**config.mk**
```make
export PLATFORM = sky130hd
export DESIGN_NAME = ps2_keystroke
export DESIGN_NICKNAME = d
export VERILOG_FILES = /design/src/rtl/ps2_keystroke_pkg.sv /design/src/rtl/ps2_rx.sv /design/src/rtl/ps2_keystroke.sv
export SDC_FILE = /design/constraint.sdc
export NUM_CORES = 1
export LEC_CHECK = 0
export CELL_PAD_IN_SITES_DETAIL_PLACEMENT = 1
export CELL_PAD_IN_SITES_GLOBAL_PLACEMENT = 1
export CORE_MARGIN = 1
export CORE_UTILIZATION = 50
export CTS_CLUSTER_DIAMETER = 30
export DETAILED_ROUTE_END_ITERATION = 6
export PLACE_DENSITY_LB_ADDON = 0.1
export SLEW_MARGIN = 20
export SYNTH_ARGS = -nofsm -noshare
export SYNTH_HDL_FRONTEND = slang
export SYNTH_HIERARCHICAL = 1
export SYNTH_SLANG_ARGS = --single-unit
```
**constraint.sdc**
```tcl
create_clock -name clk -period 2.85 [get_ports clk]
set_clock_uncertainty 0.1 [all_clocks]
set_input_delay 0.4275 -clock clk [delete_from_list [all_inputs] [get_ports clk]]
set_output_delay 0.4275 -clock clk [all_outputs]
set_load 0.01 [all_outputs]
```
**src/rtl/ps2_keystroke_pkg.sv**
```systemverilog
// Shared constants for the PS/2 keyboard to game-command decoder.
// Latency: n/a (constants, types and a parity helper only).
// Backpressure: n/a.
package ps2_keystroke_pkg;

  // Prefix codes
  localparam logic [7:0] SC_EXT   = 8'hE0;
  localparam logic [7:0] SC_BRK   = 8'hF0;

  // Player 1 keys (no extended prefix)
  localparam logic [7:0] SC_W     = 8'h1D;
  localparam logic [7:0] SC_S     = 8'h1B;
  localparam logic [7:0] SC_A     = 8'h1C;
  localparam logic [7:0] SC_D     = 8'h23;

  // Player 2 arrow keys (only valid after SC_EXT)
  localparam logic [7:0] SC_UP    = 8'h75;
  localparam logic [7:0] SC_DOWN  = 8'h72;
  localparam logic [7:0] SC_LEFT  = 8'h6B;
  localparam logic [7:0] SC_RIGHT = 8'h74;

  // Game control keys (no extended prefix)
  localparam logic [7:0] SC_R     = 8'h2D;
  localparam logic [7:0] SC_P     = 8'h4D;
  localparam logic [7:0] SC_MINUS = 8'h4E;
  localparam logic [7:0] SC_EQUAL = 8'h55;
  localparam logic [7:0] SC_ENTER = 8'h5A;

  // Bit positions inside the keystroke vector
  localparam int KS_P1_UP    = 0;
  localparam int KS_P1_DOWN  = 1;
  localparam int KS_P1_LEFT  = 2;
  localparam int KS_P1_RIGHT = 3;
  localparam int KS_P2_UP    = 4;
  localparam int KS_P2_DOWN  = 5;
  localparam int KS_P2_LEFT  = 6;
  localparam int KS_P2_RIGHT = 7;
  localparam int KS_RESET    = 8;
  localparam int KS_PAUSE    = 9;
  localparam int KS_SLOWER   = 10;
  localparam int KS_FASTER   = 11;
  localparam int KS_RUN      = 12;
  localparam int KS_W        = 13;

  // Receiver frame FSM encoding
  typedef enum logic [1:0] {
    RX_IDLE   = 2'd0,
    RX_DATA   = 2'd1,
    RX_PARITY = 2'd2,
    RX_STOP   = 2'd3
  } rx_state_t;

  // PS/2 uses odd parity over data + parity bit
  function automatic logic odd_ones(input logic [8:0] v);
    return ^v;
  endfunction

endpackage

```
**src/rtl/ps2_rx.sv**
```systemverilog
// PS/2 frame receiver: synchronizer, 11-bit frame FSM, odd-parity check, idle timeout.
// Latency: byte_valid / frame_err pulse 1 clk after the stop-bit falling edge is detected.
// Backpressure: none; the keyboard cannot be stalled, every accepted byte is a single pulse.
module ps2_rx
  import ps2_keystroke_pkg::*;
#(
  parameter int clk_freq   = 100_000_000,
  parameter int timeout_us = 500
) (
  input  logic       clk,
  input  logic       rst,
  input  logic       ps2_clk,
  input  logic       ps2_data,
  output logic [7:0] rx_byte,
  output logic       byte_valid,
  output logic       frame_err
);

  // 64-bit product: 500 us * 100 MHz does not fit in 32 bits
  localparam longint TO_PROD   = longint'(timeout_us) * longint'(clk_freq);
  localparam int     TO_CYCLES = int'(TO_PROD / 64'sd1_000_000);
  localparam int     TO_W      = (TO_CYCLES < 2) ? 1 : $clog2(TO_CYCLES + 1);

  logic            clk_s1, clk_s2, clk_q;
  logic            dat_s1, dat_s2;
  logic            fall;
  rx_state_t       state, state_nxt;
  logic [2:0]      bit_cnt;
  logic [7:0]      shift;
  logic            par_bit;
  logic [TO_W-1:0] to_cnt;
  logic            timeout_hit;
  logic            accept, reject;

  // Two-flop synchronizers plus a delayed copy of ps2_clk for edge detection; idle level is 1
  always_ff @(posedge clk or negedge rst) begin
    if (!rst) begin
      clk_s1 <= 1'b1;
      clk_s2 <= 1'b1;
      clk_q  <= 1'b1;
      dat_s1 <= 1'b1;
      dat_s2 <= 1'b1;
    end else begin
      clk_s1 <= ps2_clk;
      clk_s2 <= clk_s1;
      clk_q  <= clk_s2;
      dat_s1 <= ps2_data;
      dat_s2 <= dat_s1;
    end
  end

  assign fall = clk_q & ~clk_s2;

  // A falling edge always restarts the timeout, so a timeout and an edge never coincide
  assign timeout_hit = (state != RX_IDLE) && !fall && (to_cnt == '0);

  // Frame state register
  always_ff @(posedge clk or negedge rst) begin
    if (!rst) state <= RX_IDLE;
    else      state <= state_nxt;
  end

  // Next-state logic; the stop-bit edge decides accept or reject
  always_comb begin
    state_nxt = state;
    accept    = 1'b0;
    reject    = 1'b0;
    if (timeout_hit) begin
      state_nxt = RX_IDLE;
    end else if (fall) begin
      case (state)
        RX_IDLE:   if (!dat_s2) state_nxt = RX_DATA;
        RX_DATA:   if (bit_cnt == 3'd7) state_nxt = RX_PARITY;
        RX_PARITY: state_nxt = RX_STOP;
        RX_STOP: begin
          state_nxt = RX_IDLE;
          if (dat_s2 && odd_ones({par_bit, shift})) accept = 1'b1;
          else                                      reject = 1'b1;
        end
        default:   state_nxt = RX_IDLE;
      endcase
    end
  end

  // Shift register, bit counter and parity capture; data arrives LSB first
  always_ff @(posedge clk or negedge rst) begin
    if (!rst) begin
      bit_cnt <= '0;
      shift   <= '0;
      par_bit <= 1'b0;
    end else if (fall && !timeout_hit) begin
      case (state)
        RX_IDLE:   bit_cnt <= '0;
        RX_DATA: begin
          shift   <= {dat_s2, shift[7:1]};
          bit_cnt <= bit_cnt + 3'd1;
        end
        RX_PARITY: par_bit <= dat_s2;
        default:   ;
      endcase
    end
  end

  // Idle-gap counter: reloaded on each edge, counts down while a frame is open
  always_ff @(posedge clk or negedge rst) begin
    if (!rst)                to_cnt <= '0;
    else if (fall)           to_cnt <= TO_W'(TO_CYCLES);
    else if (to_cnt != '0)   to_cnt <= to_cnt - 1'b1;
  end

  // Registered one-cycle result pulses
  always_ff @(posedge clk or negedge rst) begin
    if (!rst) begin
      byte_valid <= 1'b0;
      frame_err  <= 1'b0;
    end else begin
      byte_valid <= accept;
      frame_err  <= reject;
    end
  end

  // Shift register is stable from the stop bit until the next start bit
  assign rx_byte = shift;

endmodule

```
**src/rtl/ps2_keystroke.sv**
```systemverilog
// PS/2 keyboard to 13-bit game command vector (player moves, reset, pause, speed, run).
// Latency: keystroke updates 1 clk after byte_valid, 2 clk after the stop-bit edge is detected.
// Backpressure: none; the game core samples keystroke every cycle, pulses last exactly 1 clk.
module ps2_keystroke
  import ps2_keystroke_pkg::*;
#(
  parameter int clk_freq   = 100_000_000,
  parameter int timeout_us = 500
) (
  input  logic            clk,
  input  logic            rst,
  input  logic            ps2_clk,
  input  logic            ps2_data,
  output logic [KS_W-1:0] keystroke,
  output logic            frame_err
);

  logic [7:0] rx_byte;
  logic       rx_vld;
  logic       rx_err;
  logic       ext, brk, p_held;
  logic       make;

  ps2_rx #(
    .clk_freq   (clk_freq),
    .timeout_us (timeout_us)
  ) u_rx (
    .clk        (clk),
    .rst        (rst),
    .ps2_clk    (ps2_clk),
    .ps2_data   (ps2_data),
    .rx_byte    (rx_byte),
    .byte_valid (rx_vld),
    .frame_err  (rx_err)
  );

  assign frame_err = rx_err;
  assign make      = ~brk;

  // Prefix tracking and keystroke register update on each received byte
  always_ff @(posedge clk or negedge rst) begin
    if (!rst) begin
      keystroke <= '0;
      ext       <= 1'b0;
      brk       <= 1'b0;
      p_held    <= 1'b0;
    end else begin
      // Rate and reset bits are strictly one-cycle pulses
      keystroke[KS_RESET]  <= 1'b0;
      keystroke[KS_SLOWER] <= 1'b0;
      keystroke[KS_FASTER] <= 1'b0;
      if (rx_err) begin
        ext <= 1'b0;
        brk <= 1'b0;
      end else if (rx_vld) begin
        if (rx_byte == SC_EXT) begin
          ext <= 1'b1;
        end else if (rx_byte == SC_BRK) begin
          brk <= 1'b1;
        end else begin
          ext <= 1'b0;
          brk <= 1'b0;
          if (ext) begin
            case (rx_byte)
              SC_UP:    keystroke[KS_P2_UP]    <= make;
              SC_DOWN:  keystroke[KS_P2_DOWN]  <= make;
              SC_LEFT:  keystroke[KS_P2_LEFT]  <= make;
              SC_RIGHT: keystroke[KS_P2_RIGHT] <= make;
              default:  ;
            endcase
          end else begin
            case (rx_byte)
              SC_W:     keystroke[KS_P1_UP]    <= make;
              SC_S:     keystroke[KS_P1_DOWN]  <= make;
              SC_A:     keystroke[KS_P1_LEFT]  <= make;
              SC_D:     keystroke[KS_P1_RIGHT] <= make;
              SC_R: begin
                if (make) begin
                  keystroke[KS_RESET] <= 1'b1;
                  keystroke[KS_PAUSE] <= 1'b0;
                  keystroke[KS_RUN]   <= 1'b0;
                end
              end
              SC_P: begin
                // Typematic repeats arrive while p_held is set and must not toggle
                if (make && !p_held) keystroke[KS_PAUSE] <= ~keystroke[KS_PAUSE];
                p_held <= make;
              end
              SC_MINUS: if (make) keystroke[KS_SLOWER] <= 1'b1;
              SC_EQUAL: if (make) keystroke[KS_FASTER] <= 1'b1;
              SC_ENTER: if (make) keystroke[KS_RUN]    <= 1'b1;
              default:  ;
            endcase
          end
        end
      end
    end
  end

endmodule

```
==> results.yml <==
clocking:
  clk_latency_ps: 300
  clkSlewWorstSetupHoldPaths_ps: 100
  h-tree-depth: 2
  clock_path_buffers: 2
  numCtsBuffers: 5
  cts_root_buffer: "clkbuf_8"
  cts_tree: "yes"
  ctsResizeCount: 0
  cts_sinks: 53
drt:
  drc_errors: 0
  drt_wl_total_um: 5920
  drt-initial-drc-count: 133
  wl_per_cell_um: 17.3
  via_per_inst: 5.92
  first_pass_iters: 4
  via_count: 2026
  ant_nets: 0
synthesis:
  synth-seq-cells: 53
  seq_area_frac_synth_pct: 47.7
  synth_edf_count: 0
  synth_top_flop_cell: "dfrtp_1"
  async_flop_share_pct: 100
  synth_cells: 250
  synth.cell_area_um2: 2800
  syn_area_per_cell_um2: 11.2
  yosysWarnings: 6
  synthesis.nets: 261
  yosysUniqueCellTypes: 59
placement:
  hpwl_um: 4180
  placed_area_um2: 3040
  placement.io_buffers: 17
  globalplace.congestion: 0.768
sta:
  max_slew_margin_pct: 61.7
  worst_pin_slew_ps: 571
  setup_viol_count_final: 0
  finalMaxSlewViolations: 0
  finalCritPeriodShare_pct: 69.9
  grt_setup_unrepaired: "no"
  holdWs_ps: 264
  finalSetupTns_ps: 0
  fmax_mhz: 502
  period_needed_ps: 1990
  hold_viol: 0
job:
  cap_violations: 0
worst_setup_path:
  critPathLaunchType: "flip-flop"
  crit_path_max_incr_delay_ps: 520
  critPathSlowestCell: "or4b_1"
  crit_path_end_kind: "flip-flop"
  path_max_fanout: 8
  worst-path-buf-inv: 0
  crit_family: "simple AND/OR/NAND/NOR gates"
  required_ps: 2980
  critPathKind: "flip-flop to flip-flop"
  crit_chain: "nor4_4 > nand3_2 > or4b_1 > o211ai_1"
  cp.arrival_ps: 2120
floorplan:
  initial_core_util_pct: 53.4
  num_io_pins: 18
  core_um2: 5240
  die_h_um: 76.8
  die_w_um: 76.8
  die-area_um2: 5890
  rows: 26
global_routing:
  grt-ovfl-total: 0
  grt_util_all_layers_pct: 22.1
  grt_pass1_wl_um: 10300
  grt_pass1_vias: 2078
  grt_max_degree: 35
  antenna_found_initial: 0
status:
  outcome: "completed"
finish:
  final_area_um2: 3150
  n_fill_cell: 562
  area_delta_synth_final_pct: 12.5
  antennaDiodeCount: 0
  drive_above_1_share_pct: 14.0
  final_nets: 282
pwr:
  ir_drop_v: 0.000705
  cellPowerDensity_nw_per_um2: 752
  leakagePower_nw: 1.38
min_path:
  hold_class: "flip-flop to flip-flop"
-- routing by layer --
layer | up-vias | routed length, um | track usage, %
met5 | - | 0 | 0
met4 | 0 | 33 | 4.04
met3 | 4 | 186 | 3.93
met2 | 34 | 2930 | 36.4
met1 | 1022 | 2770 | 30.7
li1 | 966 | - | -
-- synthesized netlist by cell type (5+ instances only) --
library cell  count  area (um2)
and2_1            5        31.3
o21ai_0           5        25.0
dfrtp_1          48        1200
mux2i_1          14         140
nand2_1          11        41.3
a21oi_1          11        55.1
inv_1            17        63.8
nand4_1           9        56.3
ha_1              7        87.6
nor2_1           13        48.8
dfstp_2           5         131
mux2_2            9         101
nor3_1            5        25.0
-- path summary, 6_finish.rpt --
check                      depth (start not counted)      startpoint               to  slack [ps]
setup / recovery                                   4  u_rx/to_cnt[6]  u_rx/to_cnt[14]         860
hold / removal                                     0     u_rx/clk_s1      u_rx/clk_s2         260
setup reg to reg                                   4  u_rx/to_cnt[6]  u_rx/to_cnt[14]         860
hold reg to reg                                    0     u_rx/clk_s1      u_rx/clk_s2         260
max in group asynchronous                          3             rst      u_rx/dat_s2        1310
min in group asynchronous                          2             rst  u_rx/to_cnt[10]         500
-- power breakdown --
| part | switching [mW] | internal, mW | total [mW] |
|---|---|---|---|
| clock network | 0.263 | 0.178 | 0.441 |
| logic | 0.312 | 0.402 | 0.714 |
| registers | 0.308 | 0.901 | 1.21 |
| total | 0.883 | 1.48 | 2.36 |
-- timing repair --
item | 4_1_cts | 5_1_grt
hold buffers | 1 | 0
endpoints found under the hold margin | 16 | 0
buffers inserted | 0 | 0
-- flip-flops by register name, summed over array words and instances (netlist names) --
| signal | count |
|---|---|
| ext | 1 |
| u_rx/dat_s2 | 1 |
| u_rx/to_cnt | 16 |
| u_rx/clk_s2 | 1 |
| u_rx/state | 2 |
| u_rx/byte_valid | 1 |
| p_held | 1 |
| keystroke | 13 |
| u_rx/frame_err | 1 |
| brk | 1 |
| u_rx/clk_s1 | 1 |
| u_rx/clk_q | 1 |
| u_rx/rx_byte | 8 |
| u_rx/par_bit | 1 |
| u_rx/dat_s1 | 1 |
| u_rx/bit_cnt | 3 |
-- per-stage QoR --
step	power (mW)	utilization (%)	worst slack, ps	cells
finish	2.36	60.1	858	342
global route	2.52	60.1	721	342
CTS	2.39	60.1	836	342
detailed placement	1.93	58.1	864	333
global placement	1.88	58.1	951	333
floorplan	1.71	-	1030	250
-- kinds of logic (layout without fill, tap and decap cells) --
family                     count (synthesis)  count (layout)  synth area share (%)
and+or+nand+nor                          101             101                  25.4
xor gates and xnor gates                   6               6                  2.86
AOI/OAI and AO/OA                         36              36                  8.95
DFF                                       53              53                  47.7
adders and majority gates                  7               7                  3.13
buffers and inverters                     24              46                  3.31
muxes                                     23              23                  8.64
-- cells in the final DEF, fill, tap and decap left out, drive strengths merged, types with 5 or more instances in the layout --
master,synthesis,layout
dfrtp,48,48
inv,17,18
clkdlybuf4s50,0,16
mux2i,14,14
nor2,13,13
a21oi,11,11
nand2,11,11
nand4,9,9
mux2,9,9
ha,7,7
and2,7,7
nor3,6,6
clkbuf,4,5
o21ai,5,5
dfstp,5,5
nand3,5,5
nor3b,5,5
-- area by class of cell --
class	instances	area [um2]	area share [%]
Tap cell	70	87.6	2.78
Clock inverter	3	25.0	0.796
Inverter	17	63.8	2.03
Sequential cell	53	1330	42.4
Multi-Input combinational cell	173	1370	43.6
Timing Repair Buffer	21	198	6.28
Clock buffer	5	68.8	2.19
No activity file was read; power rests on OpenSTA's default activity.
